$ cat src/rtl/shift_deser_pkg.sv
// Shared constants for the serial-to-parallel receiver: shift direction codes
// and the frame FSM state encoding.
package shift_deser_pkg;

    localparam logic DIR_MSB_FIRST = 1'b0;
    localparam logic DIR_LSB_FIRST = 1'b1;

    typedef enum logic [0:0] {
        IDLE = 1'b0,
        RECV = 1'b1
    } state_e;

endpackage

$ cat src/rtl/sipo_shift_core.sv
// WIDTH-bit serial-in shift register with direction mux and bit counter.
// done_s is high during the cycle whose sampled bit completes the word.
module sipo_shift_core
    import shift_deser_pkg::*;
#(
    parameter int WIDTH = 4
) (
    input  logic             clk,
    input  logic             rst,
    input  logic             clear,
    input  logic             shift_en,
    input  logic             sin,
    input  logic             dir,
    output logic [WIDTH-1:0] word_next,
    output logic             done
);

    localparam int CW = (WIDTH > 2) ? $clog2(WIDTH) : 1;
    localparam logic [CW-1:0] LAST_CNT = CW'(WIDTH - 1);

    logic [WIDTH-1:0] sreg_r;
    logic [WIDTH-1:0] sreg_next_s;
    logic [CW-1:0]    bit_cnt_r;
    logic             done_s;

    // Next shift-register contents for the selected direction.
    always_comb begin
        sreg_next_s = sreg_r;
        if (shift_en) begin
            case (dir)
                DIR_MSB_FIRST: sreg_next_s = {sreg_r[WIDTH-2:0], sin};
                DIR_LSB_FIRST: sreg_next_s = {sin, sreg_r[WIDTH-1:1]};
                default:       sreg_next_s = sreg_r;
            endcase
        end else begin
            sreg_next_s = sreg_r;
        end
    end

    assign done_s    = shift_en && (bit_cnt_r == LAST_CNT);
    assign done      = done_s;
    assign word_next = sreg_next_s;

    // Shift register and bit counter; counter rolls to zero on the last bit.
    always_ff @(posedge clk or negedge rst) begin
        if (!rst) begin
            sreg_r    <= '0;
            bit_cnt_r <= '0;
        end else if (clear) begin
            sreg_r    <= '0;
            bit_cnt_r <= '0;
        end else if (shift_en) begin
            sreg_r    <= sreg_next_s;
            bit_cnt_r <= done_s ? '0 : bit_cnt_r + CW'(1);
        end
    end

endmodule

$ cat src/rtl/shift_deserializer.sv
// Serial-in, parallel-out receiver: frame FSM, valid/ready output register,
// sticky overrun flag and delivered-frame counter around sipo_shift_core.
module shift_deserializer
    import shift_deser_pkg::*;
#(
    parameter int WIDTH = 4,
    parameter int CNT_W = 8
) (
    input  logic             clk,
    input  logic             rst,
    input  logic             sin,
    input  logic             sin_valid,
    input  logic             dir,
    input  logic             clear,
    output logic [WIDTH-1:0] pout,
    output logic             pout_valid,
    input  logic             pout_ready,
    output logic             busy,
    output logic             overrun,
    output logic [CNT_W-1:0] frame_cnt
);

    state_e           state_r;
    state_e           state_next_s;
    logic             dir_r;
    logic             dir_eff_s;
    logic             shift_en_s;
    logic             done_s;
    logic             accept_ok_s;
    logic             busy_s;
    logic [WIDTH-1:0] word_s;
    logic [WIDTH-1:0] pout_r;
    logic             pout_valid_r;
    logic             overrun_r;
    logic [CNT_W-1:0] frame_cnt_r;

    // A clear on the same edge discards the incoming bit.
    assign shift_en_s  = sin_valid && !clear;
    assign dir_eff_s   = (state_r == IDLE) ? dir : dir_r;
    assign accept_ok_s = !pout_valid_r || pout_ready;

    sipo_shift_core #(.WIDTH(WIDTH)) u_core (
        .clk       (clk),
        .rst       (rst),
        .clear     (clear),
        .shift_en  (shift_en_s),
        .sin       (sin),
        .dir       (dir_eff_s),
        .word_next (word_s),
        .done      (done_s)
    );

    // FSM state register and per-frame direction latch.
    always_ff @(posedge clk or negedge rst) begin
        if (!rst) begin
            state_r <= IDLE;
            dir_r   <= DIR_MSB_FIRST;
        end else begin
            state_r <= state_next_s;
            if (state_r == IDLE && shift_en_s) begin
                dir_r <= dir;
            end
        end
    end

    // FSM next-state logic.
    always_comb begin
        state_next_s = state_r;
        if (clear) begin
            state_next_s = IDLE;
        end else begin
            case (state_r)
                IDLE:    state_next_s = (shift_en_s && !done_s) ? RECV : IDLE;
                RECV:    state_next_s = done_s ? IDLE : RECV;
                default: state_next_s = IDLE;
            endcase
        end
    end

    // FSM outputs.
    always_comb begin
        busy_s = 1'b0;
        case (state_r)
            IDLE:    busy_s = 1'b0;
            RECV:    busy_s = 1'b1;
            default: busy_s = 1'b0;
        endcase
    end

    // Output word, handshake, overrun and frame counter.
    always_ff @(posedge clk or negedge rst) begin
        if (!rst) begin
            pout_r       <= '0;
            pout_valid_r <= 1'b0;
            overrun_r    <= 1'b0;
            frame_cnt_r  <= '0;
        end else if (clear) begin
            pout_valid_r <= 1'b0;
            overrun_r    <= 1'b0;
        end else if (done_s) begin
            if (accept_ok_s) begin
                pout_r       <= word_s;
                pout_valid_r <= 1'b1;
                frame_cnt_r  <= frame_cnt_r + CNT_W'(1);
            end else begin
                overrun_r    <= 1'b1;
            end
        end else if (pout_valid_r && pout_ready) begin
            pout_valid_r <= 1'b0;
        end
    end

    assign pout       = pout_r;
    assign pout_valid = pout_valid_r;
    assign busy       = busy_s;
    assign overrun    = overrun_r;
    assign frame_cnt  = frame_cnt_r;

endmodule

$ cat config.mk
export PLATFORM = sky130hd
export DESIGN_NAME = shift_deserializer
export DESIGN_NICKNAME = d
export VERILOG_FILES = /design/src/rtl/shift_deser_pkg.sv /design/src/rtl/sipo_shift_core.sv /design/src/rtl/shift_deserializer.sv
export SDC_FILE = /design/constraint.sdc
export NUM_CORES = 1
export LEC_CHECK = 0
export ABC_AREA = 1
export BUFFER_PORTS_ARGS = -buffer_cell sky130_fd_sc_hd__buf_4
export CAP_MARGIN = 5
export CORE_MARGIN = 4
export CORE_UTILIZATION = 45
export DETAILED_ROUTE_END_ITERATION = 8
export GPL_TIMING_DRIVEN = 0
export HOLD_SLACK_MARGIN = 0.02
export PLACE_DENSITY = 0.77
export SYNTH_ARGS = -nofsm -noshare
export SYNTH_HDL_FRONTEND = slang
export SYNTH_SLANG_ARGS = --single-unit
$ cat constraint.sdc
create_clock -name clk -period 2.9 [get_ports clk]
set_clock_uncertainty 0.1 [all_clocks]
set_input_delay 0.29 -clock clk [delete_from_list [all_inputs] [get_ports clk]]
set_output_delay 0.29 -clock clk [all_outputs]
set_load 0.05 [all_outputs]
==> impl_metrics.toml <==
[outcome]
status = "completed"

[drt]
wl_mm = 2.02
first_iter_violations = 25
via_per_inst = 5.03
firstDrtPassIters = 4
route.vias.total = 920
drc = 0
ant_nets = 0
wl_per_cell_um = 11.1

[finish]
antenna_cells = 0
layout-drive-gt1-share_pct = 21.3
fin_cells = 183
finish.net_count = 166
fin_util_pct = 58.0
synthToLayoutAreaGrowth_pct = 21.0
final_area_um2 = 1300

[logic_synthesis]
yosysMostFrequentCell = "nand2_1"
synth_ff_type = "dfrtp_1"
syn_area_per_cell_um2 = 8.24
synth_top_area_share_pct = 51.4
synth_cell_types = 19
postSynthCellCount = 130
synth_common_cells = "42 x nand2_1, 22 x dfrtp_1, 17 x inv_1"
synth_seq_cells = 22
yosysTopAreaCell = "dfrtp_1"
synth_area_leaders = "dfrtp_1 51%, nand2_1 15%, nand3_1 6.1%"
synthArstFlopShare_pct = 100
synth_nets = 139
post_synth_instance_area_um2 = 1070
synth_warnings = 0
ys_seq_area_share_pct = 51.4
synth_edf_count = 0

[setup_path]
reg2reg_depth = 6
critPathRequiredTime_ns = 2.51
reg2reg_to = "frame_cnt[3]"
reg2reg_from = "u_core.bit_cnt_r[0]"
worstSetupEndpointType = "primary output"
critPathMaxStageDelay_ns = 0.50
start_kind = "register"
worstPathCellList = "buf_4"
rrSetupSlack_ns = 1.50
worstPathMaxFanout = 6
path_class = "register to primary output"
crit_family = "flip-flops"
cp.arrival_ns = 1.04
crit_slowest_cell = "dfrtp_1"
path_buf_inv = 1

[sta]
slew_headroom_pct = 80.9
worst-slew-pin-transition_ns = 0.286
setup_slack_ns = 1.47
fmax_mhz = 699
fin_setup_tns_ns = 0
finalSetupViolCount = 0
hold_viol_final = 0
maxSlewViolCount = 0
rsz0062_at_grt = "false"
period_minus_slack_ns = 1.43
fin_crit_sh_pct = 49.3

[die]
die_w_um = 56.8
initial_utilization_pct = 48.0
dieArea_um2 = 3220
io_pins = 22
design.core.area_um2 = 2230
rows = 17
die_h_um = 56.8

[global_route]
antenna_found_initial = 0
grt_max_degree = 23
grt.overflow.total = 0
grt_pass1_vias = 850
grt_pass1_wl_mm = 3.42
track_usage_pct = 13.2

[clock_network]
ctsHtreeMaxLevel = 1
max-clock-path-buffers = 2
cts_tree = "done"
cts_num_sinks = 22
clkTransAtPathRegs_ns = 0.12
clkLatencyLatePin_ns = 0.29
clockRootBuffer = "clkbuf_4"
cts_buffers = 3
post_cts_buffers = 0

[power_and_ir_drop]
switching_share_pct = 30.5
clock_power_share_pct = 22.8
p_leak_nw = 0.683
pwr-share-seq_pct = 58.0
power-per-cell-area_nw_per_um2 = 455
irDropWorstVdd_v = 0.000333
p_switching_w = 0.000180
p_int_w = 0.000410
combPwrFrac_pct = 19.2

[placement]
dp_slack_ns = 1.53
port_buffers = 21
place_area_um2 = 1260
gp_congestion = 0.874
hpwl_mm = 1.50
place_inst = 179

[flow_run]
drv_cap = 0

[worst_hold_path]
whs_endpoint = "pout_valid"
hp-class = "input pin to register"
hp-start = "clear"
hold_depth = 2
-- worst max path at each step --
stage	start	endpoint	slack (ns)	depth (start not counted)
after floorplan	frame_cnt[0]	frame_cnt[4]	1.33	6
after global placement	u_core.bit_cnt_r[0]	frame_cnt[3]	1.55	6
after detailed placement	u_core.bit_cnt_r[0]	frame_cnt[3]	1.53	6
after CTS	frame_cnt[0]	frame_cnt[0]	1.47	1
after global routing	frame_cnt[0]	frame_cnt[0]	1.41	1
final	frame_cnt[0]	frame_cnt[0]	1.47	1
-- area by class of cell --
| type | count | area (um2) |
|---|---|---|
| clock buffers | 3 | 22.5 |
| fillers | 216 | 937 |
| repair buffers | 22 | 168 |
| inverters | 19 | 71.3 |
| well taps | 28 | 35.0 |
| flip-flops and latches | 22 | 551 |
| plain buffers | 2 | 16.3 |
| multi-input cells | 87 | 433 |
-- flip-flops by register name, summed over array words and instances, names as in the netlist --
signal	flops
u_core.bit_cnt_r	2
overrun	1
pout_valid	1
dir_r	1
state_r	1
frame_cnt	8
u_core.sreg_r	4
pout	4
-- cell usage in the layout, fill, tap and decap left out --
cell type / count
xor2_2: 1
buf_6: 1
inv_1: 17
nand3_2: 1
buf_2: 1
a22o_1: 1
nand3_1: 13
nor2_2: 1
ha_1: 2
dlygate4sd3_1: 1
inv_2: 2
nand2_2: 1
nand4_1: 7
nor2_1: 5
buf_4: 21
nand2_1: 42
dfrtp_1: 22
o21ai_1: 1
o21ai_0: 10
xnor2_1: 1
clkbuf_4: 3
nor2_4: 1
-- power by group through the flow --
stage	Combinational (W)	Clock [W]	Sequential, W
2_1_floorplan	0.0000419	0	0.000379
3_3_place_gp	0.000112	0	0.000348
3_5_place_dp	0.000113	0	0.000348
4_1_cts	0.000114	0.000142	0.000342
5_1_grt	0.000124	0.000150	0.000346
6_report	0.000113	0.000134	0.000342
-- what timing repair did --
item,4_1_cts,5_1_grt
resized for setup,0,0
hold buffers,1,0
endpoints found under the hold margin,22,0
-- routing by layer --
metal	vias up	track usage, %	wire length (um)
met5	-	0	0
met4	0	5.63	17
met3	2	2.30	102
met2	25	21.6	979
met1	426	17.1	924
li1	467	-	-
-- worst register-to-register path, cell delays in order, from the launching register on --
cell,delay [ns]
dfrtp_1,0.39
ha_1,0.19
nand3_2,0.13
inv_1,0.09
nand2_2,0.13
o21ai_0,0.20
nand2_1,0.07
-- cells by family after synthesis --
family	count (synthesis)	share of synthesized area [%]
and+or+nand+nor	71	29.8
DFF	22	51.4
buffers and inverters	21	8.18
AOI/OAI and AO/OA	12	5.96
xor gates and xnor gates	2	2.34
adders and majority gates	2	2.34
-- stage by stage --
| stage | hold slack [ns] | total power (W) |
|---|---|---|
| 6_report | 0.0897 | 0.000590 |
| 5_1_grt | 0.0779 | 0.000620 |
| 4_1_cts | 0.0746 | 0.000598 |
| 3_5_place_dp | 0.0963 | 0.000461 |
| 3_3_place_gp | 0.0941 | 0.000459 |
| 2_1_floorplan | -0.106 | 0.000421 |
Note: power is estimated with default switching activity, not from simulation.
